`config.mk`:
```
export PLATFORM = sky130hd
export DESIGN_NAME = multicycle_controller_flat
export DESIGN_NICKNAME = d
export VERILOG_FILES = /design/src/rtl/ctrl_pkg.sv /design/src/rtl/multicycle_controller_if.sv /design/src/rtl/multicycle_controller_alu_decoder.sv /design/src/rtl/multicycle_controller.sv /design/src/flat_wrapper.sv
export SDC_FILE = /design/constraint.sdc
export NUM_CORES = 1
export LEC_CHECK = 0
export ABC_AREA = 0
export BUFFER_PORTS_ARGS = -buffer_cell sky130_fd_sc_hd__buf_2
export CORE_UTILIZATION = 50
export CTS_CLUSTER_SIZE = 14
export DETAILED_ROUTE_END_ITERATION = 7
export PLACE_DENSITY = 0.78
export SETUP_SLACK_MARGIN = 0.1
export SYNTH_ARGS = -nofsm -noshare
export SYNTH_HDL_FRONTEND = slang
export SYNTH_SLANG_ARGS = --single-unit
```
`constraint.sdc`:
```
create_clock -name clk -period 4.6 [get_ports clk]
set_input_delay 0 -clock clk [delete_from_list [all_inputs] [get_ports clk]]
set_output_delay 0 -clock clk [all_outputs]
set_load 0.02 [all_outputs]
```
`src/rtl/ctrl_pkg.sv`:
```
// Shared types and encodings for the multi-cycle RISC-V control FSM.
package ctrl_pkg;

    typedef enum logic [3:0] {
        FETCH,
        DECODE,
        EXEC_R,
        EXEC_I,
        MEM_ADR,
        MEM_RD,
        MEM_WR,
        WB_ALU,
        WB_MEM,
        BRANCH,
        TRAP
    } state_t;

    localparam logic [6:0] OP_R      = 7'b0110011;
    localparam logic [6:0] OP_ADDI   = 7'b0010011;
    localparam logic [6:0] OP_LOAD   = 7'b0000011;
    localparam logic [6:0] OP_STORE  = 7'b0100011;
    localparam logic [6:0] OP_BRANCH = 7'b1100011;

    localparam logic [2:0] ALU_ADD = 3'b000;
    localparam logic [2:0] ALU_SUB = 3'b001;
    localparam logic [2:0] ALU_AND = 3'b010;
    localparam logic [2:0] ALU_OR  = 3'b011;

    localparam logic [1:0] IMM_I = 2'b00;
    localparam logic [1:0] IMM_S = 2'b01;
    localparam logic [1:0] IMM_B = 2'b10;

endpackage

```
`src/rtl/multicycle_controller_if.sv`:
```
// Unified-memory request port: controller is master, memory is slave.
interface multicycle_controller_if;
    import ctrl_pkg::*;

    logic mem_req;
    logic mem_we;
    logic adr_src;
    logic mem_ready;

    modport master (
        output mem_req,
        output mem_we,
        output adr_src,
        input  mem_ready
    );

    modport slave (
        input  mem_req,
        input  mem_we,
        input  adr_src,
        output mem_ready
    );

endinterface

```
`src/rtl/multicycle_controller_alu_decoder.sv`:
```
// R-type ALU function decode with a legality flag for unsupported funct3.
module alu_decoder
    import ctrl_pkg::*;
(
    input  logic [2:0] funct3,
    input  logic       funct7_5,
    output logic [2:0] alu_ctrl,
    output logic       legal
);

    always_comb begin
        alu_ctrl = ALU_ADD;
        legal    = 1'b1;
        unique case (funct3)
            3'b000:  alu_ctrl = funct7_5 ? ALU_SUB : ALU_ADD;
            3'b111:  alu_ctrl = ALU_AND;
            3'b110:  alu_ctrl = ALU_OR;
            default: legal    = 1'b0;
        endcase
    end

endmodule

```
`src/rtl/multicycle_controller.sv`:
```
// Multi-cycle control FSM sequencing a one-ALU, one-memory RISC-V datapath.
module multicycle_controller
    import ctrl_pkg::*;
#(
    parameter int CNT_W = 32
) (
    input  logic                     clk,
    input  logic                     rst,
    input  logic [6:0]               opcode,
    input  logic [2:0]               funct3,
    input  logic                     funct7_5,
    input  logic                     zero,
    multicycle_controller_if.master  mem,
    output logic                     ir_write,
    output logic                     pc_write,
    output logic                     pc_src,
    output logic                     reg_write,
    output logic                     result_src,
    output logic                     alu_src,
    output logic [2:0]               alu_ctrl,
    output logic [1:0]               imm_src,
    output logic                     illegal,
    output logic [CNT_W-1:0]         instr_count
);

    state_t     state, state_n;
    logic [2:0] r_ctrl;
    logic       r_legal;
    logic       retire;
    logic       req, we, adr;
    logic       is_r, is_addi, is_mem, is_br;

    alu_decoder u_alu_dec (
        .funct3   (funct3),
        .funct7_5 (funct7_5),
        .alu_ctrl (r_ctrl),
        .legal    (r_legal)
    );

    assign is_r    = (opcode == OP_R) && r_legal;
    assign is_addi = (opcode == OP_ADDI) && (funct3 == 3'b000);
    assign is_mem  = ((opcode == OP_LOAD) || (opcode == OP_STORE))
                     && (funct3 == 3'b010);
    assign is_br   = (opcode == OP_BRANCH) && (funct3[2:1] == 2'b00);

    always_ff @(posedge clk or posedge rst) begin
        if (rst) state <= FETCH;
        else     state <= state_n;
    end

    // Strobes are gated by rst so a pending request drops immediately.
    always_comb begin
        state_n    = state;
        req        = 1'b0;
        we         = 1'b0;
        adr        = 1'b0;
        ir_write   = 1'b0;
        pc_write   = 1'b0;
        pc_src     = 1'b0;
        reg_write  = 1'b0;
        result_src = 1'b0;
        alu_src    = 1'b0;
        alu_ctrl   = ALU_ADD;
        imm_src    = IMM_I;
        illegal    = 1'b0;
        retire     = 1'b0;
        if (!rst) begin
            unique case (state)
                FETCH: begin
                    req = 1'b1;
                    if (mem.mem_ready) begin
                        ir_write = 1'b1;
                        pc_write = 1'b1;
                        state_n  = DECODE;
                    end
                end
                DECODE: begin
                    unique case (1'b1)
                        is_r:    state_n = EXEC_R;
                        is_addi: state_n = EXEC_I;
                        is_mem:  state_n = MEM_ADR;
                        is_br:   state_n = BRANCH;
                        default: state_n = TRAP;
                    endcase
                end
                EXEC_R: begin
                    alu_ctrl = r_ctrl;
                    state_n  = WB_ALU;
                end
                EXEC_I: begin
                    alu_src = 1'b1;
                    state_n = WB_ALU;
                end
                WB_ALU: begin
                    reg_write = 1'b1;
                    retire    = 1'b1;
                    state_n   = FETCH;
                end
                MEM_ADR: begin
                    alu_src = 1'b1;
                    if (opcode == OP_STORE) begin
                        imm_src = IMM_S;
                        state_n = MEM_WR;
                    end else begin
                        state_n = MEM_RD;
                    end
                end
                MEM_RD: begin
                    req = 1'b1;
                    adr = 1'b1;
                    if (mem.mem_ready) state_n = WB_MEM;
                end
                WB_MEM: begin
                    reg_write  = 1'b1;
                    result_src = 1'b1;
                    retire     = 1'b1;
                    state_n    = FETCH;
                end
                MEM_WR: begin
                    req = 1'b1;
                    we  = 1'b1;
                    adr = 1'b1;
                    if (mem.mem_ready) begin
                        retire  = 1'b1;
                        state_n = FETCH;
                    end
                end
                BRANCH: begin
                    alu_ctrl = ALU_SUB;
                    imm_src  = IMM_B;
                    pc_src   = 1'b1;
                    pc_write = funct3[0] ? ~zero : zero;
                    retire   = 1'b1;
                    state_n  = FETCH;
                end
                TRAP: begin
                    illegal = 1'b1;
                end
                default: state_n = FETCH;
            endcase
        end
    end

    assign mem.mem_req = req;
    assign mem.mem_we  = we;
    assign mem.adr_src = adr;

    always_ff @(posedge clk or posedge rst) begin
        if (rst) begin
            instr_count <= '0;
        end else if (retire && (instr_count != '1)) begin
            instr_count <= instr_count + CNT_W'(1);
        end
    end

endmodule

```
`src/flat_wrapper.sv`:
```
// flat-port wrapper written by rule: the top's interface ports become plain ports
module multicycle_controller_flat import ctrl_pkg::*;
#(
    parameter int CNT_W = 32
)
  (clk, rst, opcode, funct3, funct7_5, zero, ir_write, pc_write, pc_src, reg_write, result_src, alu_src, alu_ctrl, imm_src, illegal, instr_count, mem_mem_req, mem_mem_we, mem_adr_src, mem_mem_ready);
  multicycle_controller_if mem_i ();
  input  logic clk;
  input  logic rst;
  input  logic [6:0] opcode;
  input  logic [2:0] funct3;
  input  logic funct7_5;
  input  logic zero;
  output logic ir_write;
  output logic pc_write;
  output logic pc_src;
  output logic reg_write;
  output logic result_src;
  output logic alu_src;
  output logic [2:0] alu_ctrl;
  output logic [1:0] imm_src;
  output logic illegal;
  output logic [CNT_W-1:0] instr_count;
  output wire logic [$bits(mem_i.mem_req)-1:0] mem_mem_req;
  output wire logic [$bits(mem_i.mem_we)-1:0] mem_mem_we;
  output wire logic [$bits(mem_i.adr_src)-1:0] mem_adr_src;
  input wire logic [$bits(mem_i.mem_ready)-1:0] mem_mem_ready;
  assign mem_mem_req = mem_i.mem_req;
  assign mem_mem_we = mem_i.mem_we;
  assign mem_adr_src = mem_i.adr_src;
  assign mem_i.mem_ready = mem_mem_ready;
  multicycle_controller #(.CNT_W(CNT_W)) u_core (.clk(clk), .rst(rst), .opcode(opcode), .funct3(funct3), .funct7_5(funct7_5), .zero(zero), .mem(mem_i), .ir_write(ir_write), .pc_write(pc_write), .pc_src(pc_src), .reg_write(reg_write), .result_src(result_src), .alu_src(alu_src), .alu_ctrl(alu_ctrl), .imm_src(imm_src), .illegal(illegal), .instr_count(instr_count));
endmodule
```
Word level (Yosys, flattened, before mapping)
Cells that the tools add are included.

Memory bits (read-only): 0. Bits in registers: 36. Output and inout bits: 47. Memories kept: 0. Word-level logic and storage cells: 83. Bits of input ports: 15. RAM bits: 0. Latch bits: 0.

Muxes and demuxes: 38. Div/mod/pow operators: 0. Bitwise operators: 3. $mul: 0. Reductions and logical operators: 17. Add/sub/neg operators: 1. Equal/unequal tests: 22. Order comparisons: 0. Shifts and indexed selects: 0.

Operators with widths (count): $add 32x1->32 const B (1); $ne 32x32->1 const B (1); $pmux 4 s7 (1); $mux 1 (25); $eq 4x3->1 const B (4); $pmux 4 s4 (1); $eq 7x6->1 const B (2); $eq 4x4->1 const B (3); $mux 4 (3); $pmux 3 s3 (1); $reduce_or 3->1 (3); $eq 4x2->1 const B (2); $reduce_or 2->1 (4); $eq 7x2->1 const B (1); $eq 7x5->1 const B (1); $eq 7x7->1 const B (1); $eq 3x3->1 const B (2); $ne 2x2->1 const B (3); $pmux 3 s2 (1); $logic_and 1x1->1 (5); $reduce_and 5->1 (1); $eq 4x1->1 const B (1); $logic_not 4->1 (1); $mux 2 (2); 8 further kinds (11).

Longest topological paths before layout
Gate-level depths: netlist of run 1.

Word-level depth: 6. Mapped depth: 7. Gate-level depth less buffers: 6.

Modules after synthesis
A second synthesis of run 1 with hierarchy kept.

Cell total of the unflattened synthesis: 248. Area, all modules: 2260.9 um^2.

By module, submodules not included: multicycle_controller (area each 2218.4 um^2, cells each 240, instances 1, seq. area each 900.9 um^2); alu_decoder (area each 42.5 um^2, cells each 8, instances 1, seq. area each 0.0 um^2).

Least setup slack after synthesis of run 1
OpenSTA, ideal clock, no wires.

Kind: reg2reg. Start point: register u_core.instr_count[20]. End point: register u_core.instr_count[1]. Period minus slack after synthesis: 2030 ps. Path buffers: 0. Required time: 4472 ps. Arrival: 1903 ps. Library setup time: 128 ps. Stages on the path, launching flop included: 6. Path slack: 2570 ps. Path through: dfrtp_1 nand4_1 nor4_4 nand4_2 nand2_1 mux2_1.

Longest elaborated chain between the ends: 2.

Ends and longest elaborated chain: from (decl) (RTL line multicycle_controller.sv:23) `output logic [CNT_W-1:0] instr_count`; from (signal assigned) (RTL line multicycle_controller.sv:152) `instr_count <= instr_count + CNT_W'(1);`; $ne 32x32->1 (RTL line multicycle_controller.sv:151) `end else if (retire && (instr_count != '1)) begin`; $logic_and 1x1->1 (RTL line multicycle_controller.sv:151).

Every way passes these cells. A chain may end at the register's enable or synchronous reset.

Final worst setup path of run 1
Start point: register u_core.instr_count[5]. End point: register u_core.instr_count[1].

Same word-level chain as after synthesis.

==> results of run 1 <==
[cells by family after synthesis]
family | Yosys count | share of synthesized area, %
mux | 2 | 1.017
fa+ha+maj | 1 | 0.5652
buf+inv | 16 | 3.222
xor+xnor | 29 | 11.48
simple gates | 123 | 33.24
other cells | 1 | 0.1694
compound gates | 33 | 9.610
flops | 36 | 40.70
[worst max path at each step]
stage                                       from                    end  slack, ns  cells past startpoint
after floorplan           u_core.instr_count[20]  u_core.instr_count[1]       2.57                      5
after global placement     u_core.instr_count[6]  u_core.instr_count[1]       2.34                      5
after detailed placement   u_core.instr_count[5]  u_core.instr_count[1]       2.26                      5
after CTS                  u_core.instr_count[5]  u_core.instr_count[1]       2.24                      5
after global routing      u_core.instr_count[20]  u_core.instr_count[1]       2.08                      5
final                      u_core.instr_count[5]  u_core.instr_count[1]       2.22                      5
[registers in the layout (all words and copies together) (netlist names)]
name and flops:
u_core.instr_count 32, u_core.state 4
[routing by layer]
layer  global-route usage, %  wire length (um)  vias up  share of wire, %
met5                       0                 0        -                 0
met2                   33.09              2160       58                44
met3                   4.770               238        5               4.9
met4                   9.115                64        0               1.3
li1                        -                 -      995                 -
met1                   32.54              2412      976                49
[synthesized netlist by cell type (all sizes together), types with 3 or more instances]
cell,n,area [um^2]
nand3,15,75.07
o21ai,7,35.03
nand2,15,56.30
a21oi,9,45.04
nor2b,3,18.77
nor3,13,65.06
inv,3,11.26
or2,3,18.77
nand4,19,131.4
buf,6,33.77
a31oi,3,18.77
xor2,4,35.03
xnor2,25,219.0
and3,9,58.80
dfrtp,36,900.9
nand2b,6,37.54
nor2,19,73.82
nor4,8,92.58
clkbuf,7,26.28
[stage by stage]
stage | hold WS [ns] | area (um^2) | cells | power [mW] | worst slack (ns)
finish | 0.1303 | 2629 | 349 | 0.9780 | 2.220
detailed placement | 0.2702 | 2531 | 340 | 0.7526 | 2.260
CTS | 0.1174 | 2629 | 349 | 0.9776 | 2.237
floorplan | 0.1463 | 2213 | 241 | 0.6702 | 2.570
global placement | 0.2584 | 2531 | 340 | 0.7454 | 2.344
global route | 0.1429 | 2629 | 349 | 1.042 | 2.081
[tightest hold or removal path: cells and delay by family]
kind	cells	cell delay, ns
buffers and inverters	1	0.14
AO/OA/AOI/OAI	2	0.24
[power breakdown]
part | switching [mW] | total (mW) | internal, mW
clock | 0.120 | 0.226 | 0.106
sequential | 0.0917 | 0.439 | 0.348
combinational | 0.185 | 0.313 | 0.129
[area by class of cell]
class	instances	area share (%)
Multi-Input combinational cell	189	47.22
Sequential cell	36	34.27
Timing Repair Buffer	63	12.38
Clock buffer	5	2.618
Tap cell	50	2.380
Clock inverter	3	0.7139
Inverter	3	0.4284
==> flow_results.org, run 1 <==
** Yosys
- Yosys Warn Count :: 0
- Netlist area before placement :: 2213 um^2
- Most frequently used flop master after synthesis :: dfrtp_1
- Post-Syn Instances :: 241
- In the synthesized netlist the async set-or-reset flop fraction comes to 100.0%.
- After synthesis, the mean cell area works out to 9.184 um^2.
- In this run, synthesis inferred 0 flip-flops with an integrated enable.
- Sequential cells were found to cover 40.70% of the synthesized design area.
- Counting flops and latches in the post-synthesis netlist gives 36.
- Number of different library cells in the post-synthesis netlist :: 51
- Nets in the synthesized netlist :: 257

** Critical path
- Counting both buffers and inverters, the worst setup path holds a total of 0.
- CP Launch Type :: register
- The worst register-to-register path ends at u_core.instr_count[1].
- Along the worst path, the maximum fanout reaches 18.
- STA classifies the critical path endpoint as a register.
- The largest individual stage delay along the critical path comes from the cell nor4_2.
- Crit path cell chain :: nand4_2, nor4_2, nand4_2, nand2_1, mux2_1
- Gate family responsible for the most delay along the worst path :: simple AND/OR/NAND/NOR gates
- In this design, the stage delay of the slowest critical-path cell is 0.56 ns.
- Crit Path Class :: register to register
- The setup check on the worst reg-to-reg path leaves a slack of 2.22 ns.
- Data arrives at the worst endpoint at 2.55 ns.
- At the worst endpoint, the required time is 4.77 ns.
- Measured in cells, the most critical reg-to-reg path has a length of 5.
- Counting stages on the worst path, the most repeated cell is nand4_2.
- In this run the critical register-to-register path is launched from u_core.instr_count[5].

** Drt
- After detailed routing, the number of remaining DRC violations is 0.
- Via count :: 2034
- Routed length per instance :: 13.97 um
- Using the TritonRoute via totals, the vias-per-cell ratio works out to 5.828.
- Drt initial violations :: 142
- Before antenna repair, the detailed router went through 4 iterations.
- The detail route stage leaves a number of antenna-violating nets equal to 0.
- Summed over all layers, the routed wires come to 4.876 mm.

** Finish
- Most frequent cells in the layout :: buf_2, dfrtp_1, xnor2_1, nor2_1, nand4_1
- The number of antenna diodes in the final layout is 0.
- The post-route netlist has 28.09% of its cells at a drive strength greater than 1.
- The library cell used most frequently in the layout, excluding fill and tap cells, is buf_2.
- Registers take 900.9 um^2.
- Signed area change from the synthesized netlist to the final layout :: 18.77%
- Share of the core filled with cells in the final layout :: 63.88%
- For this run, the post-layout net count is 314.
- After filler insertion, the fill cell instance count of the layout stands at 373.
- Area occupied by multi-input gates :: 1241 um^2

** Floorplan
- The core region is 4115 um^2.
- 62 I/O pins were placed.
- Effective utilization at floorplan :: 53.79%
- Die width :: 68.54 um
- Height of the die :: 68.54 um
- Area enclosed by the die boundary :: 4697 um^2
- FP Rows :: 23

** Timing
- Slew Limit Fails :: 0
- For the pin with the worst max-slew slack, the measured transition is 0.6128 ns.
- Maximum achievable frequency :: 0.4202 GHz
- Final setup fails :: 0
- RSZ-0062 raised after global routing :: false
- In the final timing run, aggregate negative setup slack is 0 ns.
- Min Tclk post-route :: 2.380 ns
- Total count of hold-check failures in the final report :: 0
- Headroom to the max-slew limit came out at 59.10%.
- Of the available clock period, the critical path in the final layout requires 51.74%.
- The clock arrives with 0.01064 ns of skew.

** Global route
- The first global-routing pass estimated 7.893 mm of wire.
- Global routing usage summed across all routing layers :: 22.72%
- Total global routing overflow :: 0
- The number of global-route vias before repair came to 1728.
- The initial antenna violation count is 0.
- Entering global routing, the biggest net connects 21 pins.

** Clock network
- TritonCTS built the clock tree.
- After clock tree synthesis, the flow added hold-fix buffers numbering 1.
- Post-cts resize count :: 0
- Number of buffers inserted to repair setup after CTS :: 0
- The clock passes through at most 2 buffers.
- At the later pin of the worst-skew pair, clock insertion delay measures 0.30 ns.
- Num CTS Buffers :: 5
- Depth of the CTS H-tree :: 2
- The tree is rooted in a clkbuf_8.
- Total clock sinks :: 36
- Clock-pin slew was measured on the worst setup and hold paths at 0.08 ns.

** Placed design
- HPWL after detailed placement :: 3.547 mm
- Quantity of I/O buffers inserted on ports :: 60
- RD Place Congestion :: 0.8280

** Status
- Status :: complete, no violations

** Worst hold path
- In this run the worst hold path is classified as primary input to register.
- Counting instances, the worst hold path has a depth of 3.
- Critical hold path startpoint :: mem_mem_ready
- Hold EP :: u_core.state[3]

** Power
- Dividing total power by cell area gives a power density of 372.0 nW/um^2.
- For this design the static power due to leakage is 1.269 nW.
- VDD sags by at most 0.2999 mV.

** Run
- Across the run, the number of max-cap violations was 0.
Note: power is estimated with default switching activity, not from simulation.
==> run 2, diff against run 1 <==
Clock period 4.6 ns to 2.45 ns, I/O delays scaled along.
==> run 2 against run 1 <==
Effect of this change:
- non-clock buffer count increased by 7
- core utilization increased by 1.4 points
- cell count increased by 2.0%
- clock power increased by 97%
- final area increased by 2.2%
- combinational power increased by 130%
- sequential power increased by 67%
- critical path depth unchanged
- clock-buffer cell count increased by 2
- first-iteration DRC count decreased by 26%
- sequential share of layout area decreased by 0.75 points
- clock skew decreased by 0.0068 ns
- critical endpoint is now u_core.instr_count[25]
==> flow_results.org, run 2 (synthesis gave the netlist of run 1 again) <==
** Finish
- Most frequent standard cell in the layout excluding fill and tap cells :: buf_2
- Registers take 900.9 um^2.
- Relative to the synthesized area, the layout overhead comes to 21.42%.
- The register with the most flip-flops in the final layout is u_core.instr_count.
- Layout Nets :: 321
- Fraction of final layout cells sized beyond drive strength 1 :: 29.41%
- Max reg flops :: 32
- Fill cells in the final layout number 355.
- In the final layout, the multi-input gates occupy 1241 um^2.
- In the layout the commonest cells are buf_2, dfrtp_1, xnor2_1, nor2_1, nand4_1.
- Diodes inserted :: 0
- The largest registers in the layout are u_core.instr_count x32, u_core.state x4.
- Measured on the finished design, the core utilization comes to 65.31%.

** Global route
- Global routing consumed, over all layers together, 23.40% of the routing resources.
- Maximum number of pins on one net before global-route repair :: 23
- The first global-routing pass estimated 8.121 mm of wire.
- The number of global-route vias before repair came to 1808.
- The initial antenna violation count came to 0.
- Global routing finished with a remaining overflow of 0.

** Timing
- Total count of hold-check failures in the final report :: 0
- Slew Limit Fails :: 0
- Setup Skew :: 0.003871 ns
- Timing would allow up to 0.4757 GHz.
- Setup total negative slack on the finished layout was measured at 0 ns.
- Setup repair after global routing left no endpoint under its margin.
- Worst slew pin tran :: 0.5220 ns
- Min Tclk post-route :: 2.102 ns
- Setup violations remaining at the end of the flow were counted as 0.
- Fraction of the cycle the final worst path needs :: 85.80%
- In this run the tightest slew margin relative to its limit is 64.71%.

** Power
- Worst VDD drop :: 0.4342 mV
- For this design the ratio of total power to cell area is 702.7 nW/um^2.
- Switching Share :: 38.91%
- Proportion of power drawn by the clock network :: 23.6%
- Share of total power in combinational logic :: 37.6%
- Portion of total power attributed to sequential cells :: 38.8%
- Summed over all nets, the switching power comes to 0.7348 mW.
- The analysis attributes to cell leakage a power of 1.301 nW.
- The internal portion of the total power is 1.154 mW.

** Drt
- After detailed routing, the number of vias per cell comes to 5.744.
- Sum of met2 wire segment lengths after detailed routing :: 2.315 mm
- The count of nets left with antenna violations once routing finished came out at 0.
- In the final routed layout, each cell accounts on average for 14.21 um.
- Met1 layer wirelength in the final routing :: 2.401 mm
- DRC :: 0
- The pre-antenna-repair detailed-routing pass consisted of 4 iterations.
- Top layer used by detailed routing :: met4
- Drt initial violations :: 105
- Met3 layer wire length in the routed design :: 267 um
- Via count :: 2045
- After detailed routing, the total wire length is 5.058 mm.

** Clock network
- Num CTS Buffers :: 5
- The tree is rooted in a clkbuf_8.
- After clock tree synthesis, the clock-pin slew on the worst setup and hold paths is 0.07 ns.
- Depth of the CTS H-tree :: 2
- TritonCTS built the clock tree.
- Clock Tree Buf Depth :: 2
- Once the clock tree was built, the resizer swapped 0 gates to a different size.
- The tree built by TritonCTS fans out to 36 sinks.
- Insertion delay of the later-clocked pin in the worst-skew pair :: 0.29 ns

** Critical path
- Crit Path Class :: register to register
- For the worst setup path, the data arrival time is 2.28 ns.
- For the worst setup path, the data required time is 2.63 ns.
- Crit. End Element :: register
- Worst Path Max Fanout :: 7
- Worst r2r path cells :: 5
- CP Launch Type :: register

** Floorplan
- Die width :: 68.54 um
- After floorplanning, the core was divided into 23 placement rows.
- The initial utilization of the core area, before any placement, comes to 53.79%.
- 62 I/O pins were placed.
- Area enclosed by the die boundary :: 4697 um^2
- The floorplan step set the die height to 68.54 um.
- In this run the standard cell core region covers 4115 um^2.

** Worst hold path
- Count of cells along the worst hold path :: 3
- Path category of the worst min-delay check :: primary input to register

** Placed design
- The wire-length estimate of the detail-placed layout is 3.729 mm.
- RD Place Congestion :: 0.7772
- Quantity of I/O buffers inserted on ports :: 60

** Run
- Max-cap violations in this run came to 0.

** Status
- Status :: complete, no violations
==> run 2: worst paths after layout <==
| path | start | to | slack (ns) |
|---|---|---|---|
| max | u_core.instr_count[5] | u_core.instr_count[25] | 0.35 |
| min | mem_mem_ready | u_core.state[3] | 0.11 |
| max reg2reg | u_core.instr_count[5] | u_core.instr_count[25] | 0.35 |
| min reg2reg | u_core.instr_count[16] | u_core.instr_count[16] | 0.50 |
| max in group asynchronous | rst | u_core.state[0] | 1.31 |
| min in group asynchronous | rst | u_core.instr_count[12] | 0.45 |
==> run 2: metal layers <==
layer  track usage [%]  vias up
li1                  -     1013
met4             9.375        0
met5                 0        -
met1             30.11      960
met2             37.62       65
met3             5.592        7
==> run 2: layout make-up <==
class | instances | area share [%]
clock buffer | 7 | 3.212
multi-input combinational | 189 | 46.18
inverter | 3 | 0.4190
timing repair buffer | 70 | 14.06
tap | 50 | 2.328
sequential | 36 | 33.52
clock inverter | 1 | 0.2793
==> run 2: worst max-delay path: stages (launching register included) <==
cell	delay (ns)
dfrtp_1	0.45
nand4_2	0.18
or4_4	0.61
nor4_4	0.40
nand4_1	0.19
xnor2_1	0.15
==> run 2: power groups by stage <==
| stage | Combinational (mW) | Clock (mW) | Sequential, mW |
|---|---|---|---|
| after floorplan | 0.509 | 0 | 0.749 |
| after global placement | 0.695 | 0 | 0.742 |
| after detailed placement | 0.703 | 0 | 0.743 |
| after CTS | 0.708 | 0.451 | 0.731 |
| after global routing | 0.785 | 0.475 | 0.747 |
| final | 0.711 | 0.446 | 0.732 |
==> run 2: metrics by stage <==
step / hold WS (ns) / cell area, um^2 / power, mW / setup slack (ns) / instances
after global routing: 0.1136 / 2688 / 2.007 / 0.2322 / 356
after detailed placement: 0.2224 / 2584 / 1.445 / 0.3818 / 347
after global placement: 0.2068 / 2584 / 1.438 / 0.4701 / 347
after CTS: 0.09644 / 2688 / 1.890 / 0.3639 / 356
after floorplan: 0.1463 / 2213 / 1.258 / 0.4198 / 241
final: 0.1088 / 2688 / 1.889 / 0.3480 / 356
==> run 2: timing repair <==
| action | CTS | global route |
|---|---|---|
| hold endpoints to repair | 14 | 0 |
| hold buffers | 1 | 0 |
| buffers inserted | 0 | 0 |
| setup endpoints to repair | 0 | 0 |
